[config.mk]
export PLATFORM = sky130hd
export DESIGN_NAME = ms_countdown_timer
export DESIGN_NICKNAME = d
export VERILOG_FILES = /design/src/rtl/timer_pkg.sv /design/src/rtl/ms_countdown_timer.sv
export SDC_FILE = /design/constraint.sdc
export NUM_CORES = 1
export LEC_CHECK = 0
export CAP_MARGIN = 20
export CORE_ASPECT_RATIO = 1.75
export CORE_MARGIN = 2
export CORE_UTILIZATION = 47
export CTS_BUF_LIST = sky130_fd_sc_hd__clkbuf_4
export DETAILED_ROUTE_END_ITERATION = 8
export PLACE_DENSITY = 0.82
export SLEW_MARGIN = 20
export SYNTH_ARGS = -nofsm -noshare
export SYNTH_HDL_FRONTEND = slang
export SYNTH_SLANG_ARGS = --single-unit
[constraint.sdc]
create_clock -name clk -period 2.5 [get_ports clk]
set_clock_uncertainty 0.2 [all_clocks]
set_input_delay 0.375 -clock clk [delete_from_list [all_inputs] [get_ports clk]]
set_output_delay 0.375 -clock clk [all_outputs]
set_load 0.01 [all_outputs]
[src/rtl/timer_pkg.sv]
// Shared definitions for the millisecond timing chain: timer state encoding,
// the millisecond divide ratio and the default countdown width.
package timer_pkg;

    typedef enum logic [1:0] {
        IDLE  = 2'd0,
        RUN   = 2'd1,
        PAUSE = 2'd2,
        DONE  = 2'd3
    } timer_state_t;

    // 100 MHz clock cycles per millisecond tick, shared with the ms counter
    localparam int MS_CYCLES = 100000;

    // Default width of the load value and remaining count, in ms
    localparam int DEFAULT_WIDTH = 16;

endpackage

[src/rtl/ms_countdown_timer.sv]
// Programmable millisecond countdown timer. Counts down one step per ms_tick
// while running, pulses expired on reaching zero, optionally auto-reloads,
// and gates the upstream millisecond counter through cnt_en.
module ms_countdown_timer
    import timer_pkg::*;
#(
    parameter int WIDTH = DEFAULT_WIDTH,
    parameter int EXP_W = 8
) (
    input  logic             clk,
    input  logic             rst_n,
    input  logic             ms_tick,
    input  logic             load,
    input  logic [WIDTH-1:0] load_val,
    input  logic             start,
    input  logic             pause,
    input  logic             clear,
    input  logic             auto_reload,
    output logic             cnt_en,
    output logic [WIDTH-1:0] remaining,
    output logic             expired,
    output logic             done,
    output logic [EXP_W-1:0] exp_count,
    output logic [1:0]       state_o
);

    timer_state_t     state;
    logic [WIDTH-1:0] reload_reg;

    // State and datapath update; commands resolve in the order
    // clear, load, pause, start, ms_tick, and a command that does not apply
    // in the current state lets the next one through
    always_ff @(posedge clk) begin
        if (!rst_n) begin
            state      <= IDLE;
            remaining  <= '0;
            reload_reg <= '0;
            exp_count  <= '0;
            expired    <= 1'b0;
        end else begin
            expired <= 1'b0;
            if (clear) begin
                state     <= IDLE;
                remaining <= '0;
                exp_count <= '0;
            end else if (load && (state != RUN)) begin
                reload_reg <= load_val;
                remaining  <= load_val;
                state      <= IDLE;
            end else if (pause && (state == RUN)) begin
                state <= PAUSE;
            end else if (start && ((state == IDLE) || (state == PAUSE)) &&
                         (remaining != '0)) begin
                state <= RUN;
            end else if (ms_tick && (state == RUN)) begin
                if (remaining > WIDTH'(1)) begin
                    remaining <= remaining - WIDTH'(1);
                end else if (auto_reload && (reload_reg != '0)) begin
                    remaining <= reload_reg;
                    expired   <= 1'b1;
                    exp_count <= exp_count + EXP_W'(1);
                end else begin
                    remaining <= '0;
                    state     <= DONE;
                    expired   <= 1'b1;
                    exp_count <= exp_count + EXP_W'(1);
                end
            end
        end
    end

    // Status outputs decoded straight from the state register
    always_comb begin
        cnt_en  = (state == RUN);
        done    = (state == DONE);
        state_o = state;
    end

endmodule

After elaboration in Yosys (flattened, before gate mapping)
Cells that the tools add are included.
{ "op_classes": {"add_sub_neg": 2, "order_cmp": 1, "eq_ne": 10, "n_mux": 12, "n_bitwise": 7, "reduce_logical": 22} }
{ "ops": {"columns": ["op", "count"], "rows": [
  ["16-bit 2-to-1 mux", 6],
  ["16-bit nonzero test", 2],
  ["16-bit by 1-bit > comparator with 1-bit output, second input constant", 1],
  ["16-bit by 1-bit subtractor with 16-bit output, second input constant", 1],
  ["2-bit 2-to-1 mux", 5],
  ["3-bit AND reduction", 3],
  ["8-bit by 1-bit adder with 8-bit output, second input constant", 1],
  ["2-bit inequality test, second input constant", 4],
  ["1-bit NOT", 7],
  ["1-bit logical AND", 6],
  ["3-bit inequality test, second input constant", 2],
  ["6-bit OR reduction", 1],
  ["5-bit AND reduction", 1],
  ["2-bit == test, second input constant", 2],
  ["2-bit nonzero test", 2],
  ["4-bit OR reduction", 1],
  ["3-bit nonzero test", 1],
  ["3-bit OR reduction", 1],
  ["2-bit by 1-bit == test with 1-bit output, second input constant", 1],
  ["2-bit zero test", 1],
  ["2-bit by 1-bit inequality test with 1-bit output, second input constant", 1],
  ["2-bit AND reduction", 1],
  ["2-bit OR reduction", 1],
  ["1-bit logical OR", 1],
  ["1-bit 2-to-1 mux", 1]
]} }
{ "word_totals": {"ff_bits": 43, "in_bits": 24, "out_inout_bits": 29, "elab_cells": 60} }

Longest topological paths before layout
Gate-level depths: netlist of run 1.
{ "logic_depth": {"depth_word": 8, "ltp_mapped": 8, "mapped_depth_nobuf": 7} }

Least setup slack after synthesis of run 1
Ideal clock, no wire load.
{ "synth_path": {"path_type": "register to register", "startpoint": "register remaining[10]", "endpoint": "register remaining[12]", "setup_ns": 0.087, "t_arrival_ns": 2.312, "required_time_ns": 2.213, "path_slack_ns": -0.099, "stages_incl_launch_ff": 8, "path_buffers": 2, "period_less_slack_ns": 2.599, "path_cell_list": "dfxtp_1 -> or4_1 -> buf_2 -> or4_4 -> buf_6 -> nor3_4 -> a221oi_1 -> a221oi_2"} }
{ "synth_between": {"elab_chain_cells": 6, "word_cells_on_any_way": 11, "cone_classes": "add/sub (1); order compare (1); eq/ne (1); mux (5); reduce/logical (3)"} }
{ "synth_rtl": {"columns": ["element", "line_no", "source"], "rows": [
  ["start, declared", "ms_countdown_timer.sv:20", "output logic [WIDTH-1:0] remaining,"],
  ["start signal, assigned", "ms_countdown_timer.sv:48", "remaining <= load_val;"],
  ["start signal, assigned", "ms_countdown_timer.sv:57", "remaining <= remaining - WIDTH'(1);"],
  ["start signal, assigned", "ms_countdown_timer.sv:59", "remaining <= reload_reg;"],
  ["16-bit by 1-bit subtractor with 16-bit output / 16-bit by 1-bit > comparator with 1-bit output (equally long branches)", "ms_countdown_timer.sv:57, ms_countdown_timer.sv:56", null],
  ["16-bit 2-to-1 mux", "ms_countdown_timer.sv:56", "if (remaining > WIDTH'(1)) begin"],
  ["16-bit 2-to-1 mux", "ms_countdown_timer.sv:55", "end else if (ms_tick && (state == RUN)) begin"],
  ["16-bit 2-to-1 mux", "ms_countdown_timer.sv:52", "end else if (start && ((state == IDLE) || (state == PAUSE)) &&"],
  ["16-bit 2-to-1 mux", "ms_countdown_timer.sv:50", "end else if (pause && (state == RUN)) begin"],
  ["16-bit 2-to-1 mux", "ms_countdown_timer.sv:46", "end else if (load && (state != RUN)) begin"]
]} }
Parallel ways exist; a longest one is shown, timed or not. The select of a mux whose other input is x is not followed.
A chain may end at the register's enable or synchronous reset.

Final worst setup path of run 1
{ "layout_path": {"startpoint": "register remaining[13]", "endpoint": "register exp_count[6]"} }
{ "layout_between": {"elab_chain_cells": 4, "word_cells_on_any_way": 6, "cone_classes": "order compare (1); bitwise (2); reduce/logical (3)"} }
{ "layout_rtl": {"columns": ["element", "line_no", "source"], "rows": [
  ["branches (longest 3 deep; another with 16-bit by 1-bit > comparator with 1-bit output)", null, null],
  ["5-bit AND reduction (no source line) (*)", null, null],
  ["end signal, assigned", "ms_countdown_timer.sv:61", "exp_count <= exp_count + EXP_W'(1);"],
  ["end signal, assigned", "ms_countdown_timer.sv:66", "exp_count <= exp_count + EXP_W'(1);"],
  ["end, declared", "ms_countdown_timer.sv:23", "output logic [EXP_W-1:0] exp_count,"]
]} }
Every way passes the cells marked *.

==> results of run 1 <==
## cell usage in the layout, fill, tap and decap left out, types with 6 or more instances in the layout
cell type                          n
sky130_fd_sc_hd__dfxtp_1          40
sky130_fd_sc_hd__nand3_1           9
sky130_fd_sc_hd__xnor2_1           6
sky130_fd_sc_hd__buf_4            35
sky130_fd_sc_hd__nor2_1           16
sky130_fd_sc_hd__clkbuf_4          6
sky130_fd_sc_hd__nand2_1          52
sky130_fd_sc_hd__o21ai_0           9
sky130_fd_sc_hd__nand4_1           9
sky130_fd_sc_hd__clkdlybuf4s50_1  52
sky130_fd_sc_hd__inv_1             6
sky130_fd_sc_hd__a21oi_1          14
sky130_fd_sc_hd__nor3_1            8
sky130_fd_sc_hd__a21boi_0         17
## area by class of cell
class	count	area share
multi-input cells	229	0.4443
well taps	54	0.02068
flip-flops and latches	43	0.2654
repair buffers	87	0.2398
clock buffers	6	0.01379
inverters	6	0.006894
clock inverters	1	0.009192
## power by group through the flow
stage,sequential (mW),clock (mW),combinational (mW)
5_1_grt,0.736,0.466,0.485
3_3_place_gp,0.746,0,0.437
4_1_cts,0.732,0.436,0.446
3_5_place_dp,0.747,0,0.442
6_report,0.733,0.434,0.454
2_1_floorplan,0.749,0,0.243
## worst paths after layout
check / start / to / slack, ns / depth (start not counted)
worst min-delay path: reload_reg[14]$_SDFFE_PN0P_ / remaining[14]$_SDFFE_PP0P_ / 0.28 / 2
worst min register to register: reload_reg[14]$_SDFFE_PN0P_ / remaining[14]$_SDFFE_PP0P_ / 0.28 / 2
worst max register to register: remaining[13]$_SDFFE_PP0P_ / exp_count[6]$_SDFFE_PP0P_ / 0.08 / 6
worst max-delay path: remaining[13]$_SDFFE_PP0P_ / exp_count[6]$_SDFFE_PP0P_ / 0.08 / 6
## layer usage
metal,GRT usage,vias to the layer above,part of all wire
met1,0.3152,1264,0.38
met4,0.1521,0,0.046
li1,-,1246,-
met2,0.4642,116,0.52
met5,0,-,0
met3,0.03444,31,0.052
## tightest hold or removal path, cell delays in order (launching register included)
cell and delay (ns):
sky130_fd_sc_hd__dfxtp_1 0.34, sky130_fd_sc_hd__nand2_1 0.06, sky130_fd_sc_hd__a21oi_1 0.06
## cells by family after synthesis
logic type / after synthesis
AND/OR/NAND/NOR: 131
flip-flops: 43
multiplexers: 4
XOR/XNOR: 11
adder cells (fa/ha/maj): 4
AO/OA/AOI/OAI: 79
buffers and inverters: 23
## through the flow
| step | std cells | utilization | cell area, µm² | setup WS [ns] |
|---|---|---|---|---|
| global placement | 419 | 0.6468 | 3192 | 0.1289 |
| finish | 426 | 0.6620 | 3267 | 0.07724 |
| floorplan | 295 | - | 2420 | -0.04071 |
| global route | 426 | 0.6620 | 3267 | 0.01321 |
| CTS | 426 | 0.6620 | 3267 | 0.03352 |
| detailed placement | 419 | 0.6468 | 3192 | 0.05953 |
==> run_summary.xml, run 1 <==
<?xml version="1.0" encoding="UTF-8"?>
<metrics>
  <group name="status">
    <metric name="result_of_the_run" unit="">finished clean</metric>
  </group>
  <group name="timing">
    <metric name="timing.final.hold_violations" unit="">0</metric>
    <metric name="setup-violations-final" unit="">0</metric>
    <metric name="post-route-min-period" unit="ns">2.423</metric>
    <metric name="fin_tns_setup" unit="ns">0</metric>
    <metric name="timing.final.max_slew_violations" unit="">0</metric>
    <metric name="max_clock_freq" unit="MHz">412.8</metric>
    <metric name="slew_headroom" unit="">0.5907</metric>
    <metric name="grt_setup_unrepaired" unit="">no</metric>
    <metric name="worst-slew-pin-transition" unit="ns">0.6140</metric>
    <metric name="worst_hold_slack" unit="ns">0.2817</metric>
    <metric name="min_period_over_period" unit="">0.9691</metric>
  </group>
  <group name="yosys">
    <metric name="synth.distinct_cells" unit="">50</metric>
    <metric name="xor_xnor_fraction_of_synth_area" unit="">0.04029</metric>
    <metric name="synth_fp_nets" unit="">323</metric>
    <metric name="synthSimpleGateAreaFrac" unit="">0.2789</metric>
    <metric name="netlist_top_cells_area" unit="">sky130_fd_sc_hd__dfxtp_1, sky130_fd_sc_hd__nand2_1, sky130_fd_sc_hd__a21boi_0</metric>
    <metric name="synth_enable_flop_cells" unit="">0</metric>
    <metric name="synth_common_cells" unit="">sky130_fd_sc_hd__nand2_1, sky130_fd_sc_hd__dfxtp_1, sky130_fd_sc_hd__a21boi_0</metric>
    <metric name="synth_sequential_area_ratio" unit="">0.3600</metric>
    <metric name="post_synth_fa_ha_maj_area_fraction" unit="">0.02093</metric>
    <metric name="synth_compound_area_frac" unit="">0.2428</metric>
    <metric name="asyncSetResetFlopFracSynth" unit="">0</metric>
    <metric name="dominantRegCellSynth" unit="">sky130_fd_sc_hd__dfxtp_1</metric>
    <metric name="synth_top_family_by_area" unit="">simple AND/OR/NAND/NOR gates</metric>
    <metric name="synth_mux_area_frac" unit="">0.01727</metric>
    <metric name="synth.largest_area_cell" unit="">sky130_fd_sc_hd__dfxtp_1</metric>
    <metric name="ys_seq_elements" unit="">43</metric>
    <metric name="synth.top_cell.area_share" unit="">0.3600</metric>
    <metric name="most_numerous_cell_in_the_yosys_netlist" unit="">sky130_fd_sc_hd__nand2_1</metric>
    <metric name="synthesis.area" unit="µm²">2391</metric>
    <metric name="synth_cells" unit="">295</metric>
    <metric name="syn_area_per_cell" unit="µm²">8.105</metric>
    <metric name="synth_warn" unit="">0</metric>
  </group>
  <group name="die">
    <metric name="start_util" unit="">0.4845</metric>
    <metric name="placement_rows" unit="">34</metric>
    <metric name="floorplan.core_area" unit="µm²">4935</metric>
    <metric name="die_y" unit="µm">98.36</metric>
    <metric name="dieArea" unit="µm²">5696</metric>
    <metric name="design.portCount" unit="">53</metric>
    <metric name="dieWidth" unit="µm">57.92</metric>
  </group>
  <group name="worst_setup_path">
    <metric name="cp_data_required_time" unit="ns">2.53</metric>
    <metric name="critPathMaxFanout" unit="">4</metric>
    <metric name="critical_path.cell_chain" unit="">or4_4 &gt; or4_4 &gt; buf_4 &gt; nor4_1 &gt; xnor2_1 &gt; nor2_1</metric>
    <metric name="timing.critical_path.buf_inv" unit="">1</metric>
    <metric name="crit_path_start_kind" unit="">register</metric>
    <metric name="worst_ep_arrival_time" unit="ns">2.46</metric>
    <metric name="crit_path_frequent_cell" unit="">sky130_fd_sc_hd__or4_4</metric>
    <metric name="timing.critical_path.max_delay_family" unit="">simple AND/OR/NAND/NOR gates</metric>
    <metric name="max_stage_delay" unit="ns">0.54</metric>
    <metric name="endpoint_kind" unit="">register</metric>
    <metric name="criticalPathCategory" unit="">register to register</metric>
    <metric name="timing.critical_path.slowest_stage_cell" unit="">sky130_fd_sc_hd__or4_4</metric>
  </group>
  <group name="power_and_ir_drop">
    <metric name="pwr-share-comb" unit="">0.280</metric>
    <metric name="power" unit="mW">1.621</metric>
    <metric name="swShare" unit="">0.2994</metric>
    <metric name="clock_power_share" unit="">0.268</metric>
    <metric name="pwr-share-seq" unit="">0.452</metric>
    <metric name="p_leak" unit="nW">1.222</metric>
    <metric name="switching_power" unit="mW">0.4853</metric>
    <metric name="cellInternalPower" unit="mW">1.136</metric>
    <metric name="ir_drop" unit="mV">0.4133</metric>
    <metric name="p_per_area" unit="nW/µm²">496.1</metric>
  </group>
  <group name="layout">
    <metric name="nets" unit="">400</metric>
    <metric name="diodes" unit="">0</metric>
    <metric name="layout-drive-gt1-share" unit="">0.1478</metric>
    <metric name="footprint_of_the_multi_input_gates" unit="µm²">1451</metric>
    <metric name="sequential_cell_area" unit="µm²">867.1</metric>
    <metric name="area.growth.synth_to_final" unit="%">36.63</metric>
    <metric name="final.fill_count" unit="">427</metric>
  </group>
  <group name="hold_path">
    <metric name="hold_class" unit="">register to register</metric>
  </group>
  <group name="route">
    <metric name="first_iter_violations" unit="">220</metric>
    <metric name="via_per_inst" unit="">6.237</metric>
    <metric name="drt_drc_violations_left" unit="">0</metric>
    <metric name="first_pass_iters" unit="">5</metric>
    <metric name="routed_len_inst" unit="µm">17.43</metric>
    <metric name="detail_route.wirelength" unit="mm">7.424</metric>
    <metric name="num_vias" unit="">2657</metric>
    <metric name="postRouteAntennaNets" unit="">0</metric>
  </group>
  <group name="global_route">
    <metric name="grt_pass1_wl" unit="mm">12.25</metric>
    <metric name="grt_resource_usage_total" unit="">0.2713</metric>
    <metric name="grt_antenna_before_repair" unit="">0</metric>
    <metric name="vias_in_the_first_global_route" unit="">2597</metric>
    <metric name="grt_start_max_net_pins" unit="">17</metric>
    <metric name="grt_remaining_overflow" unit="">0</metric>
  </group>
  <group name="clock_network">
    <metric name="clk_latency" unit="ns">0.35</metric>
    <metric name="postCtsSetupBuffers" unit="">0</metric>
    <metric name="cts_tree" unit="">built</metric>
    <metric name="cts.sink_count" unit="">43</metric>
    <metric name="clk_pin_slew" unit="ns">0.13</metric>
    <metric name="ctsRootBufferMaster" unit="">sky130_fd_sc_hd__clkbuf_4</metric>
    <metric name="buffer_levels_on_the_longest_clock_path" unit="">2</metric>
    <metric name="cts-hold-fix-buffers" unit="">0</metric>
    <metric name="cts_resized" unit="">0</metric>
    <metric name="cts_max_level" unit="">2</metric>
    <metric name="number_of_cts_inserted_buffers" unit="">5</metric>
  </group>
  <group name="place">
    <metric name="placement.io_buffers" unit="">52</metric>
    <metric name="gp_routability_congestion" unit="">0.9235</metric>
    <metric name="place_hpwl" unit="mm">5.763</metric>
  </group>
  <group name="flow_run">
    <metric name="max-cap-violations" unit="">0</metric>
  </group>
</metrics>
Power figures use the tool's default switching activity.
==> run 2, diff against run 1 <==
--- a/config.mk
+++ b/config.mk
@@ -10,6 +10,7 @@
 export CORE_MARGIN = 2
 export CORE_UTILIZATION = 47
 export CTS_BUF_LIST = sky130_fd_sc_hd__clkbuf_4
+export CTS_CLUSTER_SIZE = 12
 export DETAILED_ROUTE_END_ITERATION = 8
 export PLACE_DENSITY = 0.82
 export SLEW_MARGIN = 20
==> results of run 2 <==
Final layout, timing and power as in run 1 (identical DEF).
